==> src/rtl/position_counter.sv <==
// Rate-limited, saturating 10-bit position counter driven by a 2-bit move command.
// Define POSCNT_ACCEL_EN to enable the FAST state (acceleration after ACCEL_STEPS slow steps).
module position_counter #(
    parameter int TICK_DIV    = 250000,
    parameter int LOW_LIMIT   = 15,
    parameter int HIGH_LIMIT  = 624,
    parameter int RESET_VAL   = 320,
    parameter int STEP_FAST   = 4,
    parameter int ACCEL_STEPS = 16
) (
    input  logic       clk,
    input  logic       rst_n,
    input  logic [1:0] controlSignal,
    output logic [9:0] cntVal,
    output logic       moving,
    output logic       atLow,
    output logic       atHigh
);

`ifdef POSCNT_ACCEL_EN
    typedef enum logic [1:0] {IDLE, SLOW, FAST} state_t;
`else
    typedef enum logic [0:0] {IDLE, SLOW} state_t;
`endif

    localparam logic [19:0] DIV_LAST  = 20'(TICK_DIV - 1);
    localparam logic [10:0] LOW_11    = 11'(LOW_LIMIT);
    localparam logic [10:0] HIGH_11   = 11'(HIGH_LIMIT);
    localparam logic [9:0]  LOW_10    = 10'(LOW_LIMIT);
    localparam logic [9:0]  HIGH_10   = 10'(HIGH_LIMIT);
    localparam logic [9:0]  RESET_10  = 10'(RESET_VAL);
    localparam logic [1:0]  HOLD_CMD  = 2'b10;

    // Elaboration-time sanity checks on the configuration.
    if (TICK_DIV < 2 || TICK_DIV > 1048576) begin : g_bad_tick_div
        $error("position_counter: TICK_DIV out of range");
    end
    if (LOW_LIMIT < 0 || LOW_LIMIT >= HIGH_LIMIT || HIGH_LIMIT > 1023) begin : g_bad_limits
        $error("position_counter: illegal LOW_LIMIT/HIGH_LIMIT");
    end
    if (RESET_VAL < LOW_LIMIT || RESET_VAL > HIGH_LIMIT) begin : g_bad_reset_val
        $error("position_counter: RESET_VAL outside limits");
    end
    if (STEP_FAST < 1 || STEP_FAST > 15 || ACCEL_STEPS < 1 || ACCEL_STEPS > 31) begin : g_bad_accel
        $error("position_counter: illegal STEP_FAST/ACCEL_STEPS");
    end

    state_t      state, state_next;
    logic [1:0]  cmdPrev;
    logic [19:0] divCnt, div_next;
    logic [9:0]  cnt_next;
    logic        active, same_run;
    logic [10:0] step, cnt_ext, sum, diff;

`ifdef POSCNT_ACCEL_EN
    localparam logic [4:0] ACCEL_5 = 5'(ACCEL_STEPS);
    logic [4:0] runCnt, run_next, run_inc;
`endif

    // Next-state, prescaler and saturating position arithmetic.
    always_comb begin
        state_next = state;
        div_next   = divCnt;
        cnt_next   = cntVal;
        active     = ~controlSignal[1];
        same_run   = active && (controlSignal == cmdPrev);
        cnt_ext    = {1'b0, cntVal};
        step       = 11'd1;
        sum        = cnt_ext + step;
        diff       = cnt_ext - step;
`ifdef POSCNT_ACCEL_EN
        run_next   = runCnt;
        run_inc    = runCnt + 5'd1;
        if (state == FAST) begin
            step = 11'(STEP_FAST);
            sum  = cnt_ext + step;
            diff = cnt_ext - step;
        end
`endif
        if (!same_run) begin
            div_next   = 20'd0;
            state_next = active ? SLOW : IDLE;
`ifdef POSCNT_ACCEL_EN
            run_next   = 5'd0;
`endif
        end else if (divCnt == DIV_LAST) begin
            div_next = 20'd0;
            if (controlSignal[0]) begin
                cnt_next = (sum > HIGH_11) ? HIGH_10 : sum[9:0];
            end else begin
                // Compare before subtracting so the 11-bit result never wraps below 0.
                cnt_next = (cnt_ext < LOW_11 + step) ? LOW_10 : diff[9:0];
            end
            if (state == IDLE) begin
                state_next = SLOW;
            end
`ifdef POSCNT_ACCEL_EN
            if (runCnt != ACCEL_5) begin
                run_next = run_inc;
            end
            if (state == SLOW && run_inc == ACCEL_5) begin
                state_next = FAST;
            end
`endif
        end else begin
            div_next = divCnt + 20'd1;
        end
    end

    always_ff @(posedge clk) begin
        if (!rst_n) begin
            state   <= IDLE;
            cmdPrev <= HOLD_CMD;
            divCnt  <= 20'd0;
            cntVal  <= RESET_10;
            atLow   <= (RESET_10 == LOW_10);
            atHigh  <= (RESET_10 == HIGH_10);
`ifdef POSCNT_ACCEL_EN
            runCnt  <= 5'd0;
`endif
        end else begin
            state   <= state_next;
            cmdPrev <= controlSignal;
            divCnt  <= div_next;
            cntVal  <= cnt_next;
            atLow   <= (cnt_next == LOW_10);
            atHigh  <= (cnt_next == HIGH_10);
`ifdef POSCNT_ACCEL_EN
            runCnt  <= run_next;
`endif
        end
    end

    assign moving = (state != IDLE);

endmodule

==> config.mk <==
export PLATFORM = sky130hd
export DESIGN_NAME = position_counter
export DESIGN_NICKNAME = d
export VERILOG_FILES = /design/src/rtl/position_counter.sv
export SDC_FILE = /design/constraint.sdc
export NUM_CORES = 1
export LEC_CHECK = 0
export CAP_MARGIN = 15
export CORE_MARGIN = 4
export CORE_UTILIZATION = 55
export CTS_CLUSTER_DIAMETER = 150
export DETAILED_ROUTE_END_ITERATION = 6
export PLACE_DENSITY = 0.86
export SYNTH_ARGS = -nofsm -noshare
export SYNTH_HDL_FRONTEND = slang
export SYNTH_SLANG_ARGS = --single-unit
export TNS_END_PERCENT = 20
==> constraint.sdc <==
create_clock -name clk -period 6.1 [get_ports clk]
set_clock_uncertainty 0.1 [all_clocks]
set_input_delay 0.915 -clock clk [delete_from_list [all_inputs] [get_ports clk]]
set_output_delay 0.915 -clock clk [all_outputs]
set_load 0.02 [all_outputs]
==> results.md <==
- Clock Sinks: 35
- CTS tree: built
- 1st-iter DRT viols: 91
- Share of synthesized cell area in and, or, nand and nor gates: 0.344
- Xor/xnor share of the synthesized area: 0.0985
- Hold Crit Depth: 1
- Clock share of power: 0.389
- Drt pass-1 iters: 4
- Largest cells by area after synthesis: dfxtp_1 33%, xnor2_1 5.7%, nor2_1 5.6%, nand3_1 4.5%, xor2_1 4.1%
- Status: complete, no violations
- Nets: 288
- CTS buffer count: 5
- Final setup viols: 0
- Flop-to-flop setup slack: 3.11 ns
- EDFF count, synth: 0
- Layout cells sized above 1: 0.0496
- Min cycle time layout: 3.73 ns
- Dominant cell type by area after synthesis: dfxtp_1
- Pwr dens: 168 nW/um2
- Initial Util: 0.574
- Hold/Removal Path Class: reg2reg
- Hold_buf cts: 0
- Die Footprint: 4940 um2
- CP Class: in2reg
- Critical path fanouts, max: 14
- RR Endpoint: atLow
- Largest net degree at the start of global routing: 20
- End of the worst hold path: divCnt[0]
- Slowest stage delay, CP: 0.67 ns
- CTS HTree Levels: 2
- Main flop type after synthesis: dfxtp_1
- Antenna diodes: 0
- Vias in the first global route: 1,840
- Core Area: 3720 um2
- WP depth: 9
- Post-synth cell types: 47
- Final slew viol count: 0
- Top-count cell post-synth: dfxtp_1
- Port Buffer Count: 16
- Relative slew slack: 0.592
- Filler cells: 315
- Most used cell, CP: or3_1
- Routed wire per std cell: 14.4 um
- Synthesized net count: 278
- Post-synthesis sequential area ratio: 0.328
- Clock Tree Root: clkbuf_8
- Final Cycle Share: 0.612
- DRT Wirelength: 4.75 mm
- Yosys top cell area share: 0.328
- Type of element capturing the critical path: register
- Cell Area, Synth: 2130 um2
- Net Sw Frac: 0.211
- Static Leak: 0.764 nW
- CTS clk-pin slew, worst paths: 0.07 ns
- Number of cell rows: 22
- I/O pin cnt: 17
- Initial antenna violation count: 0
- Syn Inst Count: 271
- Syn Area/Cell: 7.87 um2
- CTS-repair resized insts: 0
- Combinational Power Share: 0.036
- Required time of the critical path: 6.20 ns
- Maxcap violations: 0
- Chip Width: 70.3 um
- DR vias/cell: 5.98
- Final Hold Vio Count: 0
- Slowest stage cell, crit path: clkdlybuf4s50_1
- Total Negative Setup Slacks: 0 ns
- CTS max path bufs: 2
- WP buf/inv: 1
- Adder-cell share of the synthesized area: 0.0176
- Sequential share of power: 0.575
- Net switching power: 84.5 uW
- Vias: 1,975
- Drc violations: 0
- Total grt overflow: 0
- Critical Path AT: 3.83 ns
- Internal power: 316 uW
- Main combinational cell family by area after synthesis: simple AND/OR/NAND/NOR gates
- Synth warn: 0
- Worst-path cell chain: clkdlybuf4s50_1 -> xor2_1 -> or3_1 -> or3_1 -> o21ai_0 -> o211ai_1 -> a311o_1 -> nor3b_2 -> nor4b_4
- Worst flop-to-flop path startpoint: cntVal[2]
- Area delta synth->final: 11.7%
- Startpoint types: primary input
- IR Drop Worst-Case VDD: 155 uV
- Detailed placement HPWL: 3.47 mm
- First-pass GRT wire length: 8.26 mm
- Height of the die: 70.3 um
- Post-route ant nets: 0
- Finished Core Util: 0.641
- Worst skew pair latency: 0.28 ns
- Fmax: 268 MHz
- RePlAce Congestion: 0.946
- Top cells by count, synth: 35 x dfxtp_1, 32 x nor2_1, 22 x nand2_1, 19 x nand3_1, 14 x xnor2_1
- Flops & latches, synth: 35
- # Post-CTS Setup Buffers: 0
- Compound-cell area share of the yosys netlist: 0.162
- Post-synthesis mux area share: 0.00938
- Synth async-reset ratio: 0
- Min-Delay Startpoint: divCnt[0]
- Reg2reg path depth: 8
- Actual slew at the worst max-slew pin: 0.610 ns
- RSZ-0062 raised after global routing: no
- CP top delay family: simple AND/OR/NAND/NOR gates
- All-Layer GR Usage: 0.203
kinds of logic after synthesis:
logic type,count (synthesis)
compound gates,50
xor+xnor,24
fa+ha+maj,3
buf+inv,21
flops,35
mux,2
simple gates,136
state kept, by name (all words and copies together) (netlist names):
name	count
atHigh	1
atLow	1
cmdPrev	2
cntVal	10
divCnt	20
moving	1
per-stage QoR:
| step | total power, mW | cells | hold WS [ns] | setup WS (ns) | cell area [um2] |
|---|---|---|---|---|---|
| after detailed placement | 0.250 | 322 | 0.336 | 2.09 | 2300 |
| final | 0.400 | 330 | 0.342 | 2.37 | 2380 |
| after global placement | 0.250 | 322 | 0.325 | 2.18 | 2300 |
| after floorplan | 0.244 | 271 | 0.313 | 3.16 | 2130 |
| after CTS | 0.404 | 330 | 0.345 | 2.39 | 2380 |
| after global routing | 0.416 | 330 | 0.396 | 2.22 | 2380 |
power by group through the flow:
stage	Combinational [mW]	Sequential [mW]	Clock, mW
global placement	0.0141	0.235	0
global route	0.0162	0.230	0.170
detailed placement	0.0143	0.235	0
floorplan	0.00863	0.236	0
finish	0.0145	0.230	0.156
CTS	0.0145	0.230	0.159
worst max path at each step:
stage / start / to / slack, ns
finish: controlSignal[0] / atLow / 2.37
CTS: controlSignal[0] / atLow / 2.39
global route: controlSignal[0] / atLow / 2.22
floorplan: controlSignal[0] / atLow / 3.16
detailed placement: controlSignal[0] / atLow / 2.09
global placement: controlSignal[0] / atLow / 2.18
worst register-to-register path: stages (launching register included):
cell,delay (ns)
dfxtp_1,0.59
nand3_1,0.37
or3_1,0.50
xor2_1,0.26
a31oi_4,0.09
o211ai_1,0.21
a21boi_0,0.35
nor3b_2,0.23
nor4b_4,0.20
cell usage in the layout (no fill, tap or decap), types with 3 or more instances in the layout:
master           instances
nor3_1                  11
a21oi_1                  9
or3_1                    6
a31oi_1                  3
xnor2_1                 14
ha_1                     3
nor4b_1                  3
nor4_1                   4
a22oi_1                  4
and3_1                   5
o31ai_1                  3
o21ai_0                 11
dfxtp_1                 35
nor2_1                  32
inv_1                    7
xor2_1                  10
nand2_1                 22
o211ai_1                 3
and2_1                   6
nand2b_1                 5
nand3_1                 19
clkbuf_8                 5
clkdlybuf4s50_1         16
nor2b_1                  6
nand4_1                  5
nor3b_1                  3
layer usage:
| layer | wire length, um | global-route usage |
|---|---|---|
| met1 | 2170 | 0.267 |
| met2 | 2250 | 0.327 |
| met3 | 281 | 0.0561 |
| met4 | 48 | 0.0511 |
| met5 | 0 | 0 |
layout make-up:
type | count | area (um2) | share of cell area
flip-flops and latches | 35 | 701 | 0.294
inverters | 7 | 26.3 | 0.0110
clock inverters | 1 | 5.00 | 0.00210
well taps | 48 | 60.1 | 0.0252
multi-input cells | 215 | 1350 | 0.565
clock buffers | 7 | 76.3 | 0.0320
repair buffers | 17 | 168 | 0.0703
Power figures use the tool's default switching activity.
